===== config.mk =====
export PLATFORM = sky130hd
export DESIGN_NAME = multi_domain_power_fsm
export DESIGN_NICKNAME = d
export VERILOG_FILES = /design/src/rtl/multi_domain_power_fsm.sv
export SDC_FILE = /design/constraint.sdc
export NUM_CORES = 1
export LEC_CHECK = 0
export BUFFER_PORTS_ARGS = -buffer_cell sky130_fd_sc_hd__buf_2
export CAP_MARGIN = 0
export CORE_MARGIN = 4
export CORE_UTILIZATION = 35
export CTS_CLUSTER_DIAMETER = 150
export DETAILED_ROUTE_END_ITERATION = 10
export GPL_ROUTABILITY_DRIVEN = 0
export PLACE_DENSITY_LB_ADDON = 0.25
export SYNTH_ARGS = -nofsm -noshare
export SYNTH_HDL_FRONTEND = slang
export SYNTH_SLANG_ARGS = --single-unit

===== constraint.sdc =====
create_clock -name clk_i -period 2.7 [get_ports clk_i]
set_input_delay 0.405 -clock clk_i [delete_from_list [all_inputs] [get_ports clk_i]]
set_output_delay 0.405 -clock clk_i [all_outputs]
set_load 0.01 [all_outputs]

===== src/rtl/multi_domain_power_fsm.sv =====
// Per-domain power-state controller: one ACTIVE/IDLE/SLEEP/DEEP/WAKE/THROTTLE FSM per domain.
// Optional DEEP residency counters are enabled with the POWER_FSM_RESIDENCY_EN macro.
module multi_domain_power_fsm #(
    parameter int unsigned NUM_DOMAINS   = 4,
    parameter int unsigned TIMER_W       = 16,
    parameter int unsigned WAKE_LAT      = 8,
    parameter int unsigned THROTTLE_HOLD = 1000
) (
    input  logic                      clk_i,
    input  logic                      rst_ni,
    input  logic                      pm_enable_i,
    input  logic [TIMER_W-1:0]        idle_timeout_i,
    input  logic [TIMER_W-1:0]        sleep_timeout_i,
    input  logic [NUM_DOMAINS-1:0]    dom_idle_i,
    input  logic [NUM_DOMAINS-1:0]    dom_wake_i,
    input  logic                      thermal_alert_i,
    input  logic [NUM_DOMAINS-1:0]    pwr_ack_i,
    output logic [NUM_DOMAINS-1:0]    pwr_req_o,
    output logic [NUM_DOMAINS-1:0]    clk_gate_o,
    output logic [3*NUM_DOMAINS-1:0]  dom_state_o,
    output logic [NUM_DOMAINS-1:0]    dom_ready_o,
    output logic                      any_throttle_o,
    input  logic                      res_clr_i,
    output logic [32*NUM_DOMAINS-1:0] res_cnt_o
);

    localparam int unsigned          StateW    = 3;
    localparam int unsigned          ResW      = 32;
    localparam logic [TIMER_W-1:0]   WakeLast  = TIMER_W'(WAKE_LAT - 1);
    localparam logic [TIMER_W-1:0]   HoldLast  = TIMER_W'(THROTTLE_HOLD - 1);

    typedef enum logic [StateW-1:0] {
        ST_ACTIVE   = 3'd0,
        ST_IDLE     = 3'd1,
        ST_SLEEP    = 3'd2,
        ST_DEEP     = 3'd3,
        ST_WAKE     = 3'd4,
        ST_THROTTLE = 3'd5
    } state_e;

    state_e               state_q [NUM_DOMAINS];
    state_e               state_d [NUM_DOMAINS];
    logic [TIMER_W-1:0]   timer_q [NUM_DOMAINS];
    logic [TIMER_W-1:0]   timer_d [NUM_DOMAINS];

    logic [NUM_DOMAINS-1:0] pwr_req_q,  pwr_req_d;
    logic [NUM_DOMAINS-1:0] clk_gate_q, clk_gate_d;
    logic [NUM_DOMAINS-1:0] ready_q,    ready_d;
    logic [NUM_DOMAINS-1:0] thr_d;
    logic                   any_thr_q;

    function automatic logic [TIMER_W-1:0] sat_inc(input logic [TIMER_W-1:0] v);
        return (&v) ? v : v + TIMER_W'(1);
    endfunction

    // Next state and timer per domain; thermal outranks wake/disable, which outranks timeouts.
    always_comb begin
        for (int i = 0; i < NUM_DOMAINS; i++) begin
            state_d[i] = state_q[i];
            timer_d[i] = sat_inc(timer_q[i]);
            case (state_q[i])
                ST_ACTIVE: begin
                    if (thermal_alert_i)
                        state_d[i] = ST_THROTTLE;
                    else if (pm_enable_i && dom_idle_i[i] && !dom_wake_i[i])
                        state_d[i] = ST_IDLE;
                end
                ST_IDLE, ST_SLEEP: begin
                    if (thermal_alert_i)
                        state_d[i] = ST_THROTTLE;
                    else if (dom_wake_i[i] || !dom_idle_i[i] || !pm_enable_i)
                        state_d[i] = ST_ACTIVE;
                    else if (state_q[i] == ST_IDLE && timer_q[i] >= idle_timeout_i)
                        state_d[i] = ST_SLEEP;
                    else if (state_q[i] == ST_SLEEP && timer_q[i] >= sleep_timeout_i)
                        state_d[i] = ST_DEEP;
                end
                ST_DEEP: begin
                    if (dom_wake_i[i] || !pm_enable_i)
                        state_d[i] = ST_WAKE;
                end
                ST_WAKE: begin
                    // Settle count only starts once the switch reports power restored.
                    if (pwr_ack_i[i])
                        timer_d[i] = '0;
                    else if (timer_q[i] == WakeLast)
                        state_d[i] = ST_ACTIVE;
                end
                ST_THROTTLE: begin
                    if (thermal_alert_i)
                        timer_d[i] = '0;
                    else if (timer_q[i] >= HoldLast)
                        state_d[i] = ST_ACTIVE;
                end
                default: state_d[i] = ST_ACTIVE;
            endcase
            if (state_d[i] != state_q[i])
                timer_d[i] = '0;
        end
    end

    // Output decodes of the next state, so the registered outputs line up with state_q.
    always_comb begin
        pwr_req_d  = '0;
        clk_gate_d = '0;
        ready_d    = '0;
        thr_d      = '0;
        for (int i = 0; i < NUM_DOMAINS; i++) begin
            pwr_req_d[i]  = (state_d[i] == ST_DEEP);
            clk_gate_d[i] = (state_d[i] == ST_SLEEP) || (state_d[i] == ST_DEEP) ||
                            (state_d[i] == ST_WAKE);
            ready_d[i]    = (state_d[i] == ST_ACTIVE) || (state_d[i] == ST_IDLE);
            thr_d[i]      = (state_d[i] == ST_THROTTLE);
        end
    end

    always_ff @(posedge clk_i or negedge rst_ni) begin
        if (!rst_ni) begin
            for (int i = 0; i < NUM_DOMAINS; i++) begin
                state_q[i] <= ST_ACTIVE;
                timer_q[i] <= '0;
            end
            pwr_req_q  <= '0;
            clk_gate_q <= '0;
            ready_q    <= '1;
            any_thr_q  <= 1'b0;
        end else begin
            for (int i = 0; i < NUM_DOMAINS; i++) begin
                state_q[i] <= state_d[i];
                timer_q[i] <= timer_d[i];
            end
            pwr_req_q  <= pwr_req_d;
            clk_gate_q <= clk_gate_d;
            ready_q    <= ready_d;
            any_thr_q  <= |thr_d;
        end
    end

    always_comb begin
        dom_state_o = '0;
        for (int i = 0; i < NUM_DOMAINS; i++)
            dom_state_o[StateW*i +: StateW] = state_q[i];
    end

    assign pwr_req_o      = pwr_req_q;
    assign clk_gate_o     = clk_gate_q;
    assign dom_ready_o    = ready_q;
    assign any_throttle_o = any_thr_q;

`ifdef POWER_FSM_RESIDENCY_EN
    logic [ResW-1:0] res_q [NUM_DOMAINS];

    // Saturating DEEP residency; a clear outranks the increment.
    always_ff @(posedge clk_i or negedge rst_ni) begin
        if (!rst_ni) begin
            for (int i = 0; i < NUM_DOMAINS; i++)
                res_q[i] <= '0;
        end else begin
            for (int i = 0; i < NUM_DOMAINS; i++) begin
                if (res_clr_i)
                    res_q[i] <= '0;
                else if (state_q[i] == ST_DEEP && !(&res_q[i]))
                    res_q[i] <= res_q[i] + ResW'(1);
            end
        end
    end

    always_comb begin
        res_cnt_o = '0;
        for (int i = 0; i < NUM_DOMAINS; i++)
            res_cnt_o[ResW*i +: ResW] = res_q[i];
    end
`else
    logic unused_res_clr;
    assign unused_res_clr = res_clr_i;
    assign res_cnt_o      = '0;
`endif

endmodule

==> results of run 1 <==
## what timing repair did
action,4_1_cts,5_1_grt
setup endpoints to repair,26,55
pin swaps,4,25
resized for setup,7,26
buffers inserted,5,6
## cells by family (layout without fill, tap and decap cells)
group           after synthesis  in the layout  share of synthesized area, %
flops                        89             89                          24.8
fa+ha+maj                   132            132                          18.3
compound gates              194            194                          14.3
mux                           8              8                          1.13
simple gates                423            423                          23.2
other cells                   1            128                        0.0416
buf+inv                     199            273                          14.0
xor+xnor                     44             44                          4.28
## routing by layer
metal | wire [um] | share of wire [%]
met5 | 0 | 0
met2 | 11800 | 45
met3 | 1470 | 5.6
met1 | 12300 | 47
met4 | 611 | 2.3
## stage by stage
stage | worst slack (ps) | power, W
6_report | -71.3 | 0.00542
5_1_grt | -158 | 0.00581
4_1_cts | 1.87 | 0.00540
3_5_place_dp | -262 | 0.00399
3_3_place_gp | -197 | 0.00396
2_1_floorplan | 114 | 0.00322
## Yosys cell counts, types with 8 or more instances
master / n
a211oi_1: 12
a21o_1: 9
a21oi_1: 65
and3_1: 9
buf_4: 129
clkbuf_1: 9
dfrtp_1: 85
ha_1: 132
inv_1: 50
nand2_1: 109
nand2b_1: 14
nand3_1: 43
nand4_1: 33
nor2_1: 117
nor2_2: 10
nor2b_1: 17
nor3_1: 20
nor4_1: 10
o211ai_1: 8
o21ai_0: 41
xnor2_1: 25
xor2_1: 19
## where the power goes
part / internal [W] / switching, W
clock network: 0.000709 / 0.000543
registers: 0.00150 / 0.000165
logic: 0.00110 / 0.00141
total: 0.00331 / 0.00211
## state kept, by name, summed over array words and instances (netlist names)
signal and flops:
dom_state_o 12, pwr_req_o 4, timer_q 64, any_throttle_o 1, dom_ready_o 4, clk_gate_o 4
## worst max-delay path, delay by kind of cell (launching register included)
| family | cells | cell delay (ps) |
|---|---|---|
| AO/OA/AOI/OAI | 4 | 1050 |
| AND/OR/NAND/NOR | 2 | 200 |
| buffers and inverters | 4 | 510 |
| flip-flops | 1 | 390 |
| adder cells (fa/ha/maj) | 1 | 200 |
| multiplexers | 1 | 360 |
## how the worst min path moves through the flow
stage / start / cells past startpoint / slack [ps] / endpoint
after floorplan: rst_ni / 0 / 110 / any_throttle_o$_DFF_PN0_
after global placement: rst_ni / 2 / 500 / timer_q[62]$_DFF_PN0_
after global routing: rst_ni / 2 / 150 / timer_q[60]$_DFF_PN0_
after detailed placement: rst_ni / 2 / 510 / clk_gate_o[0]$_DFF_PN0_
after CTS: rst_ni / 2 / 130 / clk_gate_o[0]$_DFF_PN0_
final: rst_ni / 2 / 110 / timer_q[60]$_DFF_PN0_
## final cells by class
cell class	count	area, um2
Clock buffer	11	233
Clock inverter	4	45.0
Fill cell	2576	14500
Inverter	51	191
Multi-Input combinational cell	929	6130
Sequential cell	89	2230
Tap cell	330	413
Timing Repair Buffer	207	1520
==> summary.md, run 1 <==
| Metric | Value |
|---|---|
| Run status | `complete, but fails checks` |
| Failing checks | `setup timing` |
| Worst r2r src | `timer_q[16]$_DFF_PN0_` |
| Final Hold Vio Count | `0` |
| Pwr Density | `just over 500 nW/um2` |
| Hold Path Class | `in2async` |
| Worst EP required | `roughly 3000 ps` |
| R2r endpoint | `timer_q[24]$_DFF_PN0_` |
| Worst R2R Path Depth | `12` |
| Port bufs | `a little over 70` |
| CP Launch Point | `timer_q[16]$_DFF_PN0_` |
| Setup ws final | `-71.3 ps` |
| Post-Syn Instances | `1090` |
| Net count reported at finish | `between 1000 and 1500` |
| Largest area contributor in the netlist | `dfrtp_1` |
| Sequential-to-total area share from yosys stat | `about a quarter` |
| DR vias/cell | `a little under 5` |
| WL per Instance | `16.2 um` |
| DRT antenna net count | `0` |
| Share of layout cells above drive strength 1 | `about a fifth` |
| CTS Buffer Depth | `2` |
| Crit Path Class | `reg2reg` |
| Pins over their slew limit | `0` |
| GRT met2 Usage | `between 20% and 30%` |
| Vias in the first global route | `7440` |
| Core ar. | `~25000 um2` |
| Post-Syn Area | `9010 um2` |
| Worst Max-Slew Pin Slew | `609 ps` |
| Critical path's slowest cell | `a2111o_1` |
| Die W | `~170 um` |
| Minimum clock period | `~2800 ps` |
| Post-route setup TNS | `-784 ps` |
| Top cell type's share of synthesized area | `23.6%` |
| Starting Density | `approximately 36%` |
| GRT Max-Usage Layer | `met2` |
| Number of enable flip-flop cells after synthesis | `0` |
| Clock Skew | `roughly 5.3 ps` |
| Critical Path Start Type | `flip-flop` |
| Synthesis-to-layout area growth | `19.5%` |
| Gr usage total | `around 18%` |
| Leak Pwr | `about 5.4 nW` |
| Hold Slack | `109 ps` |
| Yosys cell types | `84` |
| Synth async-reset ratio | `100%` |
| Met1 usage | `between 20 and 30%` |
| Worst-path fanout max | `7` |
| Hold buffers post-CTS | `0` |
| ANT cells | `0` |
| Clk slew on worst S/H paths | `around 60 ps` |
| Mapped Avg Cell Area | `around 8.3 um2` |
| Top FF cell, synth | `dfrtp_1` |
| Largest cells by area after synthesis | `dfrtp_1 (24%), ha_1 (18%), buf_4 (11%), nor2_1 (4.9%), nand2_1 (4.5%)` |
| Pin count of the biggest net entering global routing | `90` |
| Flop-to-flop setup slack | `-70 ps` |
| Most common library cell in the layout ignoring fill and taps | `ha_1` |
| Crit path capture type | `flip-flop` |
| Finish-stage setup viols | `13` |
| Detailed-route DRC error count | `0` |
| Dpl cells | `1596` |
| Cell area after placement | `10200 um2` |
| Global-route wire length before repair | `approximately 40000 um` |
| Via Count | `8051` |
| TritonCTS Buffers | `9` |
| TritonCTS clock tree | `yes` |
| Io pins | `about 200` |
| RSZ-0062 raised after global routing | `yes` |
| Grt met3 use | `about 2.7%` |
| Crit-path cells | `inv_2 -> ha_4 -> nand2b_4 -> a2111o_1 -> a311oi_2 -> buf_4 -> o31ai_4 -> o221a_2 -> inv_2 -> mux2_4 -> buf_8 -> nor2_2` |
| Antenna violations before repair | `0` |
| Fmax | `~0.36 GHz` |
| Period utilisation layout | `103%` |
| Clk root buf | `clkbuf_16` |
| Critical Path End | `timer_q[24]$_DFF_PN0_` |
| Critical path's largest stage delay | `roughly 430 ps` |
| Iter 0 DRT Violations | `around 540` |
| Core Util, Final | `42.6%` |
| DIE AREA | `about 28000 um2` |
| Max-Slew Margin vs Limit | `between 50% and 60%` |
| Layout Cells excl Fill | `about 1600` |
| Initial DRT Pass Iterations | `4` |
| Most frequent CP cell | `inv_2` |
| YS warnings | `0` |
| Max-cap violations | `0` |
| Clk_lat worst skew | `around 350 ps` |
| Die Y | `168 um` |
| Row cnt | `just under 60` |
| Post-DP HPWL | `20800 um` |
| Max VDD drop | `approximately 520 uV` |
| Highest-count cells in the layout ignoring fill and taps | `ha_1 (129), conb_1 (128), buf_4 (123)` |
| Final WL | `26300 um` |
| GR Overflow Total | `0` |
| FF+latch count, synth | `89` |
| CP arrival | `3060 ps` |
| Final Cell Area | `roughly 11000 um2` |
| CTS Sinks | `89` |
| H-tree depth | `3` |
Note: power is estimated with default switching activity, not from simulation.
==> run 2, diff against run 1 <==
==> constraint.sdc (replaced) <==
create_clock -name clk_i -period 3.2 [get_ports clk_i]
set_input_delay 0.48 -clock clk_i [delete_from_list [all_inputs] [get_ports clk_i]]
set_output_delay 0.48 -clock clk_i [all_outputs]
set_load 0.01 [all_outputs]
==> run 2 against run 1 <==
  * Non-clock buffer count is 102 lower
  * Fmax down 6.0%
  * The flow now finishes without violations
  * Worst setup slack improved by 320 ps
  * Critical path type unchanged
  * Clock skew rose by 3.1 ps
  * Cell area decreased by 9.1%
==> summary.md, run 2 (synthesis gave the netlist of run 1 again) <==
| Metric | Value |
|---|---|
| Starting Density | `roughly 36%` |
| DIE AREA | `~28000 um2` |
| ANT cells | `0` |
| Final WL | `25000 um` |
| Via Count | `around 7600` |
| Share of layout cells above drive strength 1 | `a little over an eighth` |
| Post-CTS Setup Repair Bufs | `0` |
| Crit Path Class | `reg2reg` |
| Period utilisation layout | `between 90 and 100%` |
| Max-cap violations | `0` |
| Row cnt | `58` |
| Max reg flops | `between 60 and 70` |
| Largest register by flop count | `timer_q` |
| Die W | `around 170 um` |
| Detailed-route DRC error count | `0` |
| Tot Pwr | `0.00433 W` |
| FILL cells | `around 2700` |
| Initial DRT Pass Iterations | `5` |
| Hold Path Class | `in2async` |
| H-tree depth | `3` |
| Clk slew on worst S/H paths | `approximately 70 ps` |
| Core ar. | `~25000 um2` |
| Net count reported at finish | `1366` |
| Clk_lat worst skew | `roughly 350 ps` |
| GR Overflow Total | `0` |
| Pins over their slew limit | `0` |
| Fmax | `~0.34 GHz` |
| Hold Slack | `about 71 ps` |
| Crit path buffers/inverters | `3` |
| Crit path capture type | `flip-flop` |
| Worst-path fanout max | `16` |
| Run status | `complete, no violations` |
| Worst Max-Slew Pin Slew | `665 ps` |
| Finish-stage setup viols | `0` |
| TritonCTS Buffers | `9` |
| Most common library cell in the layout ignoring fill and taps | `ha_1` |
| Leak Pwr | `4.89 nW` |
| Gr usage total | `17.2%` |
| Global-route wire length before repair | `roughly 39000 um` |
| Number of gates resized after cts | `0` |
| Minimum clock period | `just under 3000 ps` |
| Pwr Density | `443 nW/um2` |
| WL per Instance | `about 16 um` |
| Post-DP HPWL | `around 20000 um` |
| Max-Slew Margin vs Limit | `between 50% and 60%` |
| Critical path's slowest cell | `a2111o_1` |
| RSZ-0062 raised after global routing | `no` |
| CP arrival | `3220 ps` |
| TritonCTS clock tree | `yes` |
| Iter 0 DRT Violations | `571` |
| Crit-path cells | `inv_1 -> ha_1 -> nand2b_1 -> a2111o_1 -> a311oi_1 -> buf_4 -> o31ai_1 -> o221a_2 -> inv_2 -> mux2_4 -> nor3_1` |
| Pin count of the biggest net entering global routing | `58` |
| DRT antenna net count | `0` |
| Vias in the first global route | `slightly above 7000` |
| Critical Path Start Type | `flip-flop` |
| CP delay by family, top | `compound AO/OA/AOI/OAI gates` |
| CTS Buffer Depth | `2` |
| Hold buffers post-CTS | `0` |
| Antenna violations before repair | `1` |
| Max VDD drop | `around 310 uV` |
| Port bufs | `slightly above 70` |
| DR vias/cell | `approximately 5` |
| Worst EP required | `between 3000 and 4000 ps` |
| Final Hold Vio Count | `0` |
| Critical path's largest stage delay | `approximately 420 ps` |
| CTS Sinks | `89` |
| Post-route setup TNS | `0 ps` |
| Synthesis-to-layout area growth | `8.67%` |
| Highest-count cells in the layout ignoring fill and taps | `ha_1 (132), conb_1 (128), nor2_1 (117)` |
| Io pins | `just over 200` |
| Die Y | `~170 um` |
| Clock Skew | `roughly 8.4 ps` |
| Clk root buf | `clkbuf_16` |
## run 2: changes by cell type in the layout (fill, tap and decap cells not counted), sizes merged
cell / previous run / this run
buf: 207 / 105
clkinv: 3 / 1
bufinv: 1 / 2
clkbuf: 11 / 12
clkinvlp: 0 / 1
## run 2: worst paths after layout
path | startpoint | to | slack [ps] | cells past startpoint
hold / removal | rst_ni | timer_q[58]$_DFF_PN0_ | 70 | 1
min in group clk_i | dom_idle_i[1] | dom_ready_o[1]$_DFF_PN1_ | 510 | 4
hold reg to reg | timer_q[32]$_DFF_PN0_ | timer_q[32]$_DFF_PN0_ | 600 | 2
max in group asynchronous | rst_ni | dom_ready_o[2]$_DFF_PN1_ | 2400 | 2
setup reg to reg | timer_q[16]$_DFF_PN0_ | timer_q[18]$_DFF_PN0_ | 250 | 11
setup / recovery | timer_q[16]$_DFF_PN0_ | timer_q[18]$_DFF_PN0_ | 250 | 11
## run 2: layer usage
metal	wire (um)	vias to the layer above	part of all wire, %	GRT usage [%]
li1	-	3803	-	-
met1	12500	3603	50	25.7
met2	10800	211	43	25.9
met3	1310	28	5.2	2.75
met4	431	2	1.7	4.45
met5	7	-	0.028	0
## run 2: final cells by class
cell class	count	area, um2	area share (%)
multi-input cells	929	5990	61.2
flip-flops and latches	89	2230	22.8
well taps	330	413	4.22
inverters	51	191	1.96
clock buffers	12	246	2.52
clock inverters	4	76.3	0.780
repair buffers	105	636	6.49
## run 2: through the flow
stage / instances / setup WS [ps] / utilization, % / area, um2
detailed placement: 1504 / 86.4 / 37.5 / 9470
CTS: 1520 / 192 / 38.8 / 9790
finish: 1520 / 251 / 38.8 / 9790
floorplan: 1217 / 560 / - / 9480
global route: 1520 / 106 / 38.8 / 9790
global placement: 1504 / 95.7 / 37.5 / 9470
## run 2: report_power, final
part           internal [W]  leakage [nW]  switching, W
logic              0.000676          3.54       0.00103
clock network      0.000709         0.153      0.000478
registers           0.00126          1.19      0.000179
total               0.00265          4.89       0.00169
